### config.mk
export PLATFORM = sky130hd
export DESIGN_NAME = board_reset_sequencer
export DESIGN_NICKNAME = d
export VERILOG_FILES = /design/src/rtl/board_reset_sequencer.sv
export SDC_FILE = /design/constraint.sdc
export NUM_CORES = 1
export LEC_CHECK = 0
export BUFFER_PORTS_ARGS = -buffer_cell sky130_fd_sc_hd__buf_2
export CORE_UTILIZATION = 49
export CTS_CLUSTER_SIZE = 28
export DETAILED_ROUTE_END_ITERATION = 7
export HOLD_SLACK_MARGIN = 0.02
export PLACE_DENSITY = 0.75
export SLEW_MARGIN = 0
export SYNTH_ARGS = -nofsm -noshare
export SYNTH_HDL_FRONTEND = slang
export SYNTH_SLANG_ARGS = --single-unit
### constraint.sdc
create_clock -name clk_clk -period 1.8 [get_ports clk_clk]
set_input_delay 0.36 -clock clk_clk [delete_from_list [all_inputs] [get_ports clk_clk]]
set_output_delay 0.36 -clock clk_clk [all_outputs]
set_load 0.01 [all_outputs]
### src/rtl/board_reset_sequencer.sv
// board_reset_sequencer: nPOR-driven board bring-up (global, staggered channel, calibration, kernel reset) with status LEDs; optional heartbeat LED via BOARD_RESET_HEARTBEAT_EN
module board_reset_sequencer #(
   parameter int                      NUM_CHANNELS   = 6,
   parameter logic [NUM_CHANNELS-1:0] CHAN_MASK      = '1,
   parameter int                      POR_CYCLES     = 1024,
   parameter int                      STAGGER_CYCLES = 64,
   parameter int                      CAL_TIMEOUT    = 1 << 20,
   parameter int                      MAX_RETRY      = 3,
   parameter int                      KERNEL_HOLD    = 256,
   parameter int                      LED_WIDTH      = 8,
   parameter int                      HEARTBEAT_BITS = 25
) (
   input  logic                    clk_clk,
   input  logic                    reset_reset_n,
   input  logic                    pcie_npor,
   input  logic [NUM_CHANNELS-1:0] cal_success,
   input  logic [NUM_CHANNELS-1:0] cal_fail,
   output logic                    global_reset_n,
   output logic [NUM_CHANNELS-1:0] chan_reset_n,
   output logic                    kernel_reset_n,
   output logic                    ready,
   output logic                    error,
   output logic [2:0]              seq_state,
   output logic [3:0]              retry_cnt,
   output logic [LED_WIDTH-1:0]    leds
);
   typedef enum logic [2:0] {
      S_POR    = 3'd0,
      S_MEM    = 3'd1,
      S_CAL    = 3'd2,
      S_KERNEL = 3'd3,
      S_RUN    = 3'd4,
      S_ERR    = 3'd5
   } state_t;

   // one shared counter, cleared on every state entry, sized for the longest limit
   localparam int L1 = POR_CYCLES > STAGGER_CYCLES ? POR_CYCLES : STAGGER_CYCLES;
   localparam int L2 = CAL_TIMEOUT > KERNEL_HOLD ? CAL_TIMEOUT : KERNEL_HOLD;
   localparam int MAX_LIM = L1 > L2 ? L1 : L2;
   localparam int CW = MAX_LIM > 1 ? $clog2(MAX_LIM) : 1;
   localparam logic [CW-1:0] POR_END = CW'(POR_CYCLES - 1);
   localparam logic [CW-1:0] STG_END = CW'(STAGGER_CYCLES - 1);
   localparam logic [CW-1:0] CAL_END = CW'(CAL_TIMEOUT - 1);
   localparam logic [CW-1:0] KH_END  = CW'(KERNEL_HOLD - 1);
   localparam logic [3:0]    RETRY_MAX = 4'(MAX_RETRY);

   state_t                  r_state, w_state_nx;
   logic [CW-1:0]           r_cnt, w_cnt_nx;
   logic [NUM_CHANNELS-1:0] r_chan, w_chan_nx, r_led_cal, w_pending, w_first;
   logic [3:0]              r_retry, w_retry_nx;
   logic                    r_npor_meta, r_npor_s, r_global_n, r_run, r_error;
   logic                    w_fail, w_pass, w_lost, w_led_top;

   // channels still waiting for release, and the lowest-index one among them
   assign w_pending = CHAN_MASK & ~r_chan;
   assign w_first   = w_pending & (~w_pending + NUM_CHANNELS'(1));
   assign w_pass    = (cal_success & CHAN_MASK) == CHAN_MASK;
   assign w_fail    = (|(cal_fail & CHAN_MASK)) || (r_cnt == CAL_END);
   assign w_lost    = !w_pass || (|(cal_fail & CHAN_MASK));

   // next-state, counter, channel-release and retry logic; nPOR overrides everything
   always_comb begin
      w_state_nx = r_state;
      w_cnt_nx   = r_cnt + CW'(1);
      w_chan_nx  = r_chan;
      w_retry_nx = r_retry;
      case (r_state)
         S_POR: begin
            if (r_cnt == POR_END) begin
               w_state_nx = (CHAN_MASK == '0) ? S_KERNEL : S_MEM;
               w_cnt_nx   = '0;
            end
         end
         S_MEM: begin
            if (w_pending == '0) begin
               w_state_nx = (CHAN_MASK == '0) ? S_KERNEL : S_CAL;
               w_cnt_nx   = '0;
            end else if (r_cnt == STG_END) begin
               w_chan_nx = r_chan | w_first;
               w_cnt_nx  = '0;
            end
         end
         S_CAL: begin
            if (w_fail) begin
               w_cnt_nx = '0;
               if (r_retry < RETRY_MAX) begin
                  w_retry_nx = r_retry + 4'd1;
                  w_chan_nx  = '0;
                  w_state_nx = S_MEM;
               end else begin
                  w_state_nx = S_ERR;
               end
            end else if (w_pass) begin
               w_state_nx = S_KERNEL;
               w_cnt_nx   = '0;
            end
         end
         S_KERNEL: begin
            if (r_cnt == KH_END) begin
               w_state_nx = S_RUN;
               w_cnt_nx   = '0;
            end
         end
         S_RUN: begin
            w_cnt_nx   = '0;
            w_state_nx = w_lost ? S_ERR : S_RUN;
         end
         S_ERR: w_cnt_nx = '0;
         default: begin
            w_state_nx = S_POR;
            w_cnt_nx   = '0;
            w_chan_nx  = '0;
         end
      endcase
      if (w_state_nx == S_ERR) w_chan_nx = '0;
      if (!r_npor_s) begin
         w_state_nx = S_POR;
         w_cnt_nx   = '0;
         w_chan_nx  = '0;
         w_retry_nx = '0;
      end
   end

   // state, counters, nPOR synchroniser and registered outputs
   always_ff @(posedge clk_clk) begin
      if (!reset_reset_n) begin
         r_npor_meta <= 1'b0;
         r_npor_s    <= 1'b0;
         r_state     <= S_POR;
         r_cnt       <= '0;
         r_chan      <= '0;
         r_retry     <= '0;
         r_global_n  <= 1'b0;
         r_run       <= 1'b0;
         r_error     <= 1'b0;
         r_led_cal   <= '0;
      end else begin
         r_npor_meta <= pcie_npor;
         r_npor_s    <= r_npor_meta;
         r_state     <= w_state_nx;
         r_cnt       <= w_cnt_nx;
         r_chan      <= w_chan_nx;
         r_retry     <= w_retry_nx;
         r_global_n  <= w_state_nx != S_POR;
         r_run       <= w_state_nx == S_RUN;
         r_error     <= w_state_nx == S_ERR;
         r_led_cal   <= cal_success & CHAN_MASK;
      end
   end

`ifdef BOARD_RESET_HEARTBEAT_EN
   logic [HEARTBEAT_BITS-1:0] r_hb;

   // free-running heartbeat divider: slow blink in RUN, fast blink in ERROR
   always_ff @(posedge clk_clk) begin
      if (!reset_reset_n) r_hb <= '0;
      else r_hb <= r_hb + HEARTBEAT_BITS'(1);
   end

   assign w_led_top = r_run ? r_hb[HEARTBEAT_BITS-1] : ((r_state == S_ERR) ? r_hb[HEARTBEAT_BITS-3] : 1'b0);
`else
   assign w_led_top = r_run;
`endif

   // LED map: per-channel calibration, error, ready/heartbeat; unused bits 0
   always_comb begin
      leds                     = '0;
      leds[NUM_CHANNELS-1:0]   = r_led_cal;
      leds[LED_WIDTH-2]        = r_error;
      leds[LED_WIDTH-1]        = w_led_top;
   end

   assign global_reset_n = r_global_n;
   assign chan_reset_n   = r_chan;
   assign kernel_reset_n = r_run;
   assign ready          = r_run;
   assign error          = r_error;
   assign seq_state      = r_state;
   assign retry_cnt      = r_retry;
endmodule

* After elaboration in Yosys (flattened, before gate mapping)
Cells that the tools add are included.
** Storage, ports and cells
- Register bits after elaboration :: 44
- Bits in latches :: 0
- Memory bits (writable) :: 0
- ROM bits :: 0
- Bits of input ports :: 15
- Word-level logic and storage cells :: 71
- Memories :: 0
** Operators by class
- Add/subtract/negate cells :: 3
- $mul :: 0
- Div/mod/pow operators :: 0
- $lt $le $gt $ge :: 1
- Equality and inequality tests :: 17
- Shift operators :: 0
- Multiplexer cells :: 21
- Bitwise gates (word level) :: 7
- Reduce and logical (&&, ||, !) cells :: 12
** Operators by type and width (number)
- 20-bit two-way mux :: 6
- 20-bit case mux with 4 select lines :: 1
- 6-bit two-way mux :: 4
- 3-bit two-way mux :: 7
- 20-bit by 1-bit adder with 20-bit output, second input constant :: 1
- 20-bit by 10-bit == test with 1-bit output, second input constant :: 1
- 20-bit == test, second input constant :: 1
- 20-bit by 6-bit == test with 1-bit output, second input constant :: 1
- 20-bit by 8-bit == test with 1-bit output, second input constant :: 1
- 3-bit case mux with 6 select lines :: 1
- 6-bit case mux with 3 select lines :: 1
- 3-bit == test, second input constant :: 5
- 6-bit NOT :: 2
- 2-bit inequality test, second input constant :: 4
- 6-bit by 1-bit adder with 6-bit output, second input constant :: 1
- 6-bit AND :: 1
- 3-bit by 2-bit == test with 1-bit output, second input constant :: 2
- 6-bit == test, second input constant :: 1
- 6-bit logical NOT :: 1
- 6-bit OR :: 1
- 6-bit OR reduction :: 1
- 5-bit AND reduction :: 1
- 4-bit by 1-bit adder with 4-bit output, second input constant :: 1
- 4-bit by 2-bit less-than comparator with 1-bit output, second input constant :: 1
- 11 further kinds :: 14

* Depth between registers and ports, before layout
Gate-level depths: netlist of run 1.
- Depth after elaboration :: 8
- Gate-level depth with buffers :: 8

* Worst setup path after synthesis of run 1
OpenSTA, ideal clock, no wires.
- Path type :: reg2reg
- Start point :: reg r_cnt[0]
- End point :: reg r_run, in the netlist kernel_reset_n
- Setup time :: 0.073 ns
- Arrival :: 1.858 ns
- Data required time :: 1.727 ns
- Path slack :: -0.131 ns
- Cell stages (with the launch flop) :: 8
- Buffers on the path :: 0
- Period minus slack after synthesis :: 1.931 ns
- Cells stage by stage :: dfxtp_1 > ha_1 > nand3_1 > or4_1 > o21ai_2 > and3_1 > and2_1 > nor3b_2
** Between the ends
- Cells in the longest elaborated chain, start to end :: 6
- Elaborated cells between the ends (all ways) :: 10
- Those cells by class :: eq/ne: 4; mux: 5; reduce/logical: 1
** Ends and longest elaborated chain
- start: declaration :: line 48 : logic [CW-1:0] r_cnt, w_cnt_nx;
- start signal: assignment :: line 141 : r_cnt <= w_cnt_nx;
- 20-bit == test :: line 58 : assign w_fail = (|(cal_fail & CHAN_MASK)) || (r_cnt == CAL_END);
- 1-bit logical OR :: line 58
- 3-bit two-way mux :: line 84 : if (w_fail) begin
- 3-bit case mux with 6 select lines (*) :: line 67 : case (r_state)
- 3-bit two-way mux (*) :: line 116 : if (!r_npor_s) begin
- 3-bit == test (*) :: line 145 : r_run <= w_state_nx == S_RUN;
- end signal: assignment :: line 134 : r_run <= 1'b0;
- end signal: assignment :: line 145
- end: declaration :: line 51 : logic r_npor_meta, r_npor_s, r_global_n, r_run, r_error;
Every way passes the cells marked *; elsewhere a longest branch is shown, timed or not.
A chain may end at the register's enable or synchronous reset.

* Worst setup path after layout of run 1
- Start point :: reg r_cnt[14]
- End point :: reg r_chan[5], in the netlist chan_reset_n[5]
** Between the ends
- Cells in the longest elaborated chain, start to end :: 6
- Elaborated cells between the ends (all ways) :: 14
- Those cells by class :: eq/ne: 7; mux: 4; reduce/logical: 3
** Ends and longest elaborated chain
- 20-bit == test :: line 58
- 1-bit logical OR :: line 58
- 3-bit two-way mux :: line 84
- 3-bit case mux with 6 select lines :: line 67
- 3-bit == test :: line 115 : if (w_state_nx == S_ERR) w_chan_nx = '0;
- 3-bit OR reduction (no line)
- end signal: assignment :: line 142 : r_chan <= w_chan_nx;
- end: declaration :: line 49 : logic [NUM_CHANNELS-1:0] r_chan, w_chan_nx, r_led_cal, w_pending, w_first;
Several ways; a longest one is shown, not always the timed one.

==> impl_metrics.yaml, run 1 <==
status:
  status: "finished, violations left"
  violations: "negative setup slack"
finish:
  num_antenna_cells: 0
  layoutNonFillerInstCount: 356
  fillers: 258
  nets: 324
  syn2layout_area_growth_pct: 45.4
  drive_gt1_share_pct: 48.7
sta:
  finalSetupViolations: 29
  fmaxAchievable_mhz: 516
  grt_setup_unrepaired: "yes"
  setup_ws_ps: -137
  fin_crit_ps: 1940
  holdWs_ps: 263
  skew_ps: 5.66
  worstMarginPinSlew_ps: 336
  slew_viol_final: 0
  fin_crit_sh_pct: 108
  hold_viol: 0
  relSlewSlack_pct: 77.6
power:
  peakVddDrop_uv: 552
  sequentialPowerShare_pct: 58.7
  switching_share_pct: 21.3
  p_clk_share_pct: 37.7
  p_total_mw: 1.67
  switching_power_mw: 0.356
  cellLeakagePower_nw: 1.20
  power-per-cell-area_mw_per_mm2: 575
  combPwrFrac_pct: 3.6
  internal-power_mw: 1.31
global_routing:
  overflow: 0
  grt_max_degree: 14
  grt_pass1_vias: 1722
  grt_pass1_wl_mm: 7.49
  antenna_found_initial: 0
  grtUsageTotal_pct: 23.1
synthesis:
  yosysSeqAreaShare_pct: 44.1
  synthCells: 224
  synth_edf_count: 0
  synth_cell_types: 48
  syn_area_mm2: 0.00200
  synthFlopType: "dfxtp_1"
  synth_nets: 241
  ys_warn_count: 0
  syn_avg_cell_area_um2: 8.93
  ys_ff_latch: 44
  async_flop_share_pct: 0
setup_path:
  start_kind: "register"
  critPathTopFamily: "compound AO/OA/AOI/OAI gates"
  r2r-start: "r_cnt[14]"
  critical_path_depth: 6
  max_stage_delay_ps: 480
  r2r_setup_slack_ps: -140
  worstPathRequired_ps: 2020
  reg2reg_to: "chan_reset_n[5]"
  slowest_stage: "o41a_1"
  cp.arrival_ps: 2160
  path_class: "reg2reg"
  end_kind: "register"
  critical_path_buf_inv_count: 0
  reg2reg_depth: 6
  path_max_fanout: 6
  path_cells: "nor4_4 > nand3_2 > o41a_1 > a21oi_4 > a41oi_1 > nor3_1"
floorplanning:
  die_area_mm2: 0.00434
  core-area_mm2: 0.00380
  die_y_um: 65.9
  rows: 22
  ios: 40
  start_util_pct: 52.6
  dieWidth_um: 65.9
clocking:
  cts.htree.levels: 2
  numCtsBuffers: 5
  clockBufferDepth: 2
  cts_tree: "done"
  root_buffer: "clkbuf_8"
  path_clk_slew_ps: 80
  clock_sinks: 44
  clock_latency_ps: 300
route:
  vias_per_cell: 5.42
  wl_per_cell_um: 13.8
  drc: 0
  dr.pass1.iters: 4
  ant_nets: 0
  routed_wl_mm: 4.90
  vias: 1929
  drt_iter0_markers: 124
worst_hold_path:
  hold_class: "in2reg"
  hp-start: "pcie_npor"
  min_path_cells: 2
  holdPathEnd: "r_npor_meta"
place:
  pre_cts_ws_ps: -188
  hpwl_mm: 3.32
  place_inst: 342
  globalplace.congestion: 0.867
  port-buffer-count: 39
job:
  drv_cap: 0
[cells in the final DEF, fill, tap and decap left out, types with 6 or more instances in the layout]
cell	count
and2_1	8
nor3_1	9
nor2_1	36
nand2_1	10
dfxtp_1	26
xor2_1	9
buf_4	44
nand3_1	12
buf_2	39
dfxtp_2	15
xnor2_1	9
clkbuf_8	6
a21oi_1	6
[worst max-delay path by stage]
stage                    from               to  slack [ps]
finish              r_cnt[14]  chan_reset_n[5]        -140
global route        r_cnt[14]  chan_reset_n[5]        -230
CTS                 r_cnt[17]  chan_reset_n[5]        -100
detailed placement  r_cnt[14]  chan_reset_n[5]        -190
global placement    r_cnt[14]  chan_reset_n[5]        -120
floorplan           r_cnt[10]  chan_reset_n[4]         -70
[logic make-up (layout without fill, tap and decap cells)]
group	after synthesis	in the layout	synth area share, %
XOR/XNOR	18	18	7.89
flip-flops	44	44	44.1
AND/OR/NAND/NOR	116	116	31.3
AO/OA/AOI/OAI	29	29	11.4
buffers and inverters	14	98	3.63
adder cells (fa/ha/maj)	2	2	1.25
multiplexers	1	1	0.501
[metal layers]
metal	share of wire, %	vias to the layer above	track usage, %	routed length [um]
met5	0	-	0	0
met2	47	53	37.8	2310
met1	46	907	28.7	2260
li1	-	959	-	-
met4	1.6	0	8.42	80
met3	5.0	10	6.38	246
[flip-flops by register name (all words and copies together), names as in the netlist]
name	flops
r_npor_meta	1
r_cnt	20
global_reset_n	1
r_led_cal	6
chan_reset_n	6
retry_cnt	4
r_npor_s	1
error	1
kernel_reset_n	1
seq_state	3
[synth_stat cells, types with 2 or more instances]
cell / count / area (um2)
xnor2_1: 9 / 78.8
a31oi_1: 4 / 25.0
nand3_1: 15 / 75.1
dfxtp_1: 44 / 881
ha_1: 2 / 25.0
nand2_1: 10 / 37.5
and3_1: 6 / 37.5
a211oi_1: 2 / 15.0
and4_4: 2 / 22.5
a21oi_1: 6 / 30.0
and2_1: 9 / 56.3
clkbuf_1: 2 / 7.51
or3_1: 2 / 12.5
o21ai_0: 4 / 20.0
xor2_1: 9 / 78.8
nor2_1: 40 / 150
buf_4: 4 / 30.0
or4_1: 2 / 15.0
and4_1: 2 / 17.5
nand4_1: 5 / 31.3
inv_1: 3 / 11.3
nor4_1: 3 / 18.8
nor3_1: 11 / 55.1
buf_2: 4 / 20.0
[per-stage QoR]
step,setup TNS [ps],cell area (um2),util (%)
after floorplan,-358,2050,-
after global placement,-2610,2580,67.8
after detailed placement,-3180,2580,67.8
after CTS,-1110,2810,73.9
after global routing,-4920,2910,76.5
final,-2490,2910,76.5
[cell type report]
| cell class | instances | area, um2 | share of cell area (%) |
|---|---|---|---|
| timing repair buffer | 87 | 602 | 20.7 |
| clock buffer | 6 | 82.6 | 2.84 |
| clock inverter | 2 | 10.0 | 0.344 |
| inverter | 3 | 11.3 | 0.387 |
| tap | 48 | 60.1 | 2.07 |
| sequential | 44 | 911 | 31.3 |
| multi-input combinational | 166 | 1230 | 42.3 |
[power groups by stage]
| stage | clock [mW] | sequential, mW | combinational, mW |
|---|---|---|---|
| 3_5_place_dp | 0 | 1.01 | 0.0549 |
| 2_1_floorplan | 0 | 1.01 | 0.0185 |
| 6_report | 0.631 | 0.981 | 0.0595 |
| 3_3_place_gp | 0 | 1.01 | 0.0536 |
| 4_1_cts | 0.651 | 0.985 | 0.0588 |
| 5_1_grt | 0.689 | 0.982 | 0.0656 |
[repair_timing]
item,CTS,global route
buffers inserted,2,2
cloned,1,1
hold buffers,0,0
endpoints found under the setup margin,31,32
resized for setup,26,18
pin swaps,15,6
Power figures use the tool's default switching activity.
==> inputs of run 2 (changes only) <==
--- a/config.mk
+++ b/config.mk
@@ -7,6 +7,7 @@
 export LEC_CHECK = 0
 export BUFFER_PORTS_ARGS = -buffer_cell sky130_fd_sc_hd__buf_2
 export CORE_UTILIZATION = 49
+export CTS_BUF_LIST = sky130_fd_sc_hd__clkbuf_16
 export CTS_CLUSTER_SIZE = 28
 export DETAILED_ROUTE_END_ITERATION = 7
 export HOLD_SLACK_MARGIN = 0.02
==> impl_metrics.yaml, run 2 (synthesis results as in run 1) <==
clocking:
  path_clk_slew_ps: 60
  clockBufferDepth: 2
  clock_latency_ps: 280
  numCtsBuffers: 5
  root_buffer: "clkbuf_16"
  clock_sinks: 44
  cts_hold_buf: 0
  cts.htree.levels: 2
  cts_tree: "done"
setup_path:
  path_max_fanout: 10
  end_kind: "register"
  cp.arrival_ps: 2150
  start_kind: "register"
  reg2reg_depth: 7
  r2r_setup_slack_ps: -180
  path_class: "reg2reg"
  r2r-start: "r_cnt[6]"
  worstPathRequired_ps: 1970
  reg2reg_to: "r_cnt[8]"
finish:
  num_antenna_cells: 0
  drive_gt1_share_pct: 47.9
  top_register: "r_cnt"
  final_common_cell: "buf_4"
  syn2layout_area_growth_pct: 45.6
  final_util_pct: 76.6
  most-common-layout-cells: "43 x buf_4, 39 x buf_2, 36 x nor2_1"
  nets: 323
  final_cell_area_mm2: 0.00291
  largest_register_ff_count: 20
sta:
  fin_crit_sh_pct: 110
  relSlewSlack_pct: 72.2
  slew_viol_final: 0
  fmaxAchievable_mhz: 505
  worstMarginPinSlew_ps: 416
  grt_setup_unrepaired: "yes"
  setup_ws_ps: -181
  hold_viol: 0
  holdWs_ps: 286
  skew_ps: 2.77
  fin_crit_ps: 1980
  finalSetupViolations: 29
route:
  dr.pass1.iters: 4
  ant_nets: 0
  routed_wl_mm: 4.99
  wl_per_cell_um: 14.1
  vias: 1953
  vias_per_cell: 5.50
  drc: 0
  drt_iter0_markers: 123
global_routing:
  top_usage_layer: "met2"
  grtUsageTotal_pct: 24.8
  use_met2_pct: 41.7
  overflow: 0
  antenna_found_initial: 0
  grt_max_degree: 14
  use_met3_pct: 6.21
  grt_pass1_wl_mm: 8.08
  grt_pass1_vias: 1835
  grt_use_met1_pct: 30.6
power:
  sequentialPowerShare_pct: 52.0
  p_clk_share_pct: 44.7
  switching_share_pct: 19.9
  switching_power_mw: 0.377
  cellLeakagePower_nw: 1.20
  combPwrFrac_pct: 3.3
  power-per-cell-area_mw_per_mm2: 651
  internal-power_mw: 1.52
  peakVddDrop_uv: 535
place:
  dpl_cell_area_mm2: 0.00258
  globalplace.congestion: 0.867
  hpwl_mm: 3.32
  pre_cts_ws_ps: -188
  port-buffer-count: 39
floorplanning:
  die_y_um: 65.9
  rows: 22
  dieWidth_um: 65.9
  ios: 40
  die_area_mm2: 0.00434
  core-area_mm2: 0.00380
  start_util_pct: 52.6
job:
  drv_cap: 0
status:
  violations: "negative setup slack"
  status: "finished, violations left"
worst_hold_path:
  hold_class: "in2reg"
  min_path_cells: 2
  hp-start: "pcie_npor"
  holdPathEnd: "r_npor_meta"
-- run 2: worst max path at each step --
stage	depth (start not counted)	start	slack (ps)	endpoint
floorplan	7	r_cnt[10]	-70	chan_reset_n[4]
global placement	6	r_cnt[14]	-120	chan_reset_n[5]
detailed placement	6	r_cnt[14]	-190	chan_reset_n[5]
CTS	6	r_cnt[10]	-90	chan_reset_n[5]
global route	7	r_cnt[6]	-210	r_cnt[15]
finish	7	r_cnt[6]	-180	r_cnt[8]
-- run 2: critical path, cell delays in order, from the launching register on --
cell and delay (ps):
dfxtp_2 320, or4_4 550, o21ba_4 210, a211oi_2 190, a311o_1 290, buf_4 150
buf_12 120, nor2_1 50
-- run 2: repair_timing --
action                                  CTS  global route
pin swaps                                 9            11
gates cloned                              1             0
endpoints found under the setup margin   31            34
gates resized for setup                  27            10
setup buffers                             4             0
endpoints found under the hold margin     0             0
-- run 2: layout make-up --
| type | instances | area, um2 |
|---|---|---|
| multi-input combinational | 166 | 1200 |
| sequential | 44 | 906 |
| fill | 257 | 887 |
| timing repair buffer | 86 | 597 |
| clock buffer | 5 | 125 |
| tap | 48 | 60.1 |
| clock inverter | 3 | 13.8 |
| inverter | 3 | 11.3 |
-- run 2: through the flow --
step | power (mW) | TNS (ps) | cells
2_1_floorplan | 1.03 | -358 | 224
5_1_grt | 1.97 | -5380 | 355
3_5_place_dp | 1.06 | -3180 | 342
6_report | 1.90 | -4260 | 355
4_1_cts | 1.91 | -1590 | 355
3_3_place_gp | 1.06 | -2610 | 342
-- run 2: routing by layer --
metal / up-vias / part of all wire [%]
met5: - / 0
met2: 64 / 49
li1: 957 / -
met4: 0 / 1.6
met1: 922 / 45
met3: 10 / 5.2
-- run 2: power groups by stage --
stage               combinational, mW  sequential, mW  clock (mW)
finish                         0.0618           0.986       0.848
floorplan                      0.0185            1.01           0
global placement               0.0536            1.01           0
detailed placement             0.0549            1.01           0
global route                   0.0678           0.986       0.917
CTS                            0.0613           0.986       0.866
==> inputs of run 3 (changes only) <==
--- a/config.mk
+++ b/config.mk
@@ -6,12 +6,12 @@
 export NUM_CORES = 1
 export LEC_CHECK = 0
 export BUFFER_PORTS_ARGS = -buffer_cell sky130_fd_sc_hd__buf_2
-export CORE_UTILIZATION = 49
-export CTS_BUF_LIST = sky130_fd_sc_hd__clkbuf_16
+export CORE_UTILIZATION = 56
+export CTS_BUF_LIST = sky130_fd_sc_hd__clkbuf_8
 export CTS_CLUSTER_SIZE = 28
 export DETAILED_ROUTE_END_ITERATION = 7
 export HOLD_SLACK_MARGIN = 0.02
-export PLACE_DENSITY = 0.75
+export PLACE_DENSITY = 0.81
 export SLEW_MARGIN = 0
 export SYNTH_ARGS = -nofsm -noshare
 export SYNTH_HDL_FRONTEND = slang
==> constraint.sdc (replaced) <==
create_clock -name clk_clk -period 1.9 [get_ports clk_clk]
set_input_delay 0.38 -clock clk_clk [delete_from_list [all_inputs] [get_ports clk_clk]]
set_output_delay 0.38 -clock clk_clk [all_outputs]
set_load 0.01 [all_outputs]
==> impl_metrics.yaml, run 3 (synthesis results as in run 1) <==
global_routing:
  grt_pass1_vias: 1721
  use_met3_pct: 8.28
  use_met2_pct: 43.0
  grt_max_degree: 21
  top_usage_layer: "met2"
  overflow: 0
  grt_use_met1_pct: 31.8
  antenna_found_initial: 0
  grtUsageTotal_pct: 26.6
  grt_pass1_wl_mm: 7.27
route:
  routed_wl_mm: 6.47
  drc: 0
  vias: 2143
  ant_nets: 0
  drt_iter0_markers: 282
  dr.pass1.iters: 7
  wl_per_cell_um: 18.4
  vias_per_cell: 6.09
floorplanning:
  die_area_mm2: 0.00381
  start_util_pct: 59.0
  dieWidth_um: 61.8
  die_y_um: 61.8
  rows: 21
  core-area_mm2: 0.00339
  ios: 40
status:
  violations: "negative setup slack"
  status: "finished, violations left"
worst_hold_path:
  min_path_cells: 2
  holdPathEnd: "r_npor_meta"
  hp-start: "pcie_npor"
  hold_class: "in2reg"
clocking:
  path_clk_slew_ps: 80
  clock_latency_ps: 300
  cts.htree.levels: 2
  clock_sinks: 44
  root_buffer: "clkbuf_8"
  cts_tree: "done"
  clockBufferDepth: 2
  numCtsBuffers: 5
  cts_hold_buf: 0
setup_path:
  max_stage_delay_ps: 530
  end_kind: "register"
  path_class: "reg2reg"
  slowest_stage: "or4_4"
  r2r-start: "r_cnt[9]"
  worstPathRequired_ps: 2130
  cp.arrival_ps: 2290
  r2r_setup_slack_ps: -160
  reg2reg_depth: 5
  start_kind: "register"
  critical_path_buf_inv_count: 0
  path_cells: "or4_4 > o41a_1 > a21oi_4 > a41oi_2 > nor3_2"
  reg2reg_to: "chan_reset_n[5]"
  path_max_fanout: 6
  critPathTopFamily: "compound AO/OA/AOI/OAI gates"
finish:
  final_cell_area_mm2: 0.00294
  syn2layout_area_growth_pct: 46.9
  most-common-layout-cells: "40 x buf_4, 39 x buf_2, 36 x nor2_1"
  largest_register_ff_count: 20
  fillers: 167
  nets: 322
  final_util_pct: 86.6
  num_antenna_cells: 0
  final_common_cell: "buf_4"
  top_register: "r_cnt"
  drive_gt1_share_pct: 48.7
power:
  sequentialPowerShare_pct: 53.0
  switching_share_pct: 20.6
  p_total_mw: 1.74
  cellLeakagePower_nw: 1.21
  switching_power_mw: 0.358
  combPwrFrac_pct: 3.6
  peakVddDrop_uv: 766
  internal-power_mw: 1.38
  p_clk_share_pct: 43.4
  power-per-cell-area_mw_per_mm2: 592
job:
  drv_cap: 0
sta:
  slew_viol_final: 0
  relSlewSlack_pct: 70.9
  fin_crit_ps: 2060
  fin_crit_sh_pct: 108
  setup_ws_ps: -161
  fmaxAchievable_mhz: 485
  setup_tns_ps: -1130
  worstMarginPinSlew_ps: 433
  hold_viol: 0
  finalSetupViolations: 26
  skew_ps: 9.16
  holdWs_ps: 284
  grt_setup_unrepaired: "yes"
place:
  port-buffer-count: 39
  hpwl_mm: 3.44
  dpl_cell_area_mm2: 0.00250
  globalplace.congestion: 0.830
## run 3: changes by cell type in the layout (fill, tap and decap cells not counted), sizes merged
cell	delta
buf	-3
clkinv	-2
clkbuf	+3
bufinv	+1
## run 3: how the worst max path moves through the flow
stage,cells past startpoint,endpoint,slack (ps),start
3_5_place_dp,6,chan_reset_n[5],-150,r_cnt[14]
4_1_cts,7,chan_reset_n[5],-20,r_cnt[1]
3_3_place_gp,6,chan_reset_n[4],-90,r_cnt[14]
6_report,5,chan_reset_n[5],-160,r_cnt[9]
5_1_grt,7,chan_reset_n[5],-210,chan_reset_n[0]
2_1_floorplan,6,chan_reset_n[0],3,r_cnt[2]
## run 3: per-layer routing
layer	part of all wire [%]	vias up
met3	8.8	39
met2	49	149
li1	-	950
met4	4.3	0
met1	38	1005
met5	0	-
## run 3: what timing repair did
action                     4_1_cts  5_1_grt
setup endpoints to repair       30       31
setup buffers                    0        6
resized for setup               26       34
cloned                           0        3
pin swaps                        3       17
## run 3: cell type report
class	count	area, um2	area share (%)
multi-input combinational	166	1210	41.4
sequential	44	923	31.4
timing repair buffer	85	608	20.7
clock inverter	2	38.8	1.32
inverter	3	11.3	0.383
clock buffer	6	82.6	2.81
tap	46	57.6	1.96
## run 3: per-stage QoR
step | instances | setup slack (ps)
floorplan | 224 | 2.62
global placement | 335 | -86.1
detailed placement | 335 | -145
CTS | 343 | -18.8
global route | 352 | -205
finish | 352 | -161
## run 3: power by group through the flow
stage	Sequential, mW	Clock (mW)	Combinational [mW]
floorplan	0.959	0	0.0174
global placement	0.954	0	0.0503
detailed placement	0.955	0	0.0520
CTS	0.933	0.755	0.0524
global route	0.923	0.802	0.0664
finish	0.922	0.755	0.0619
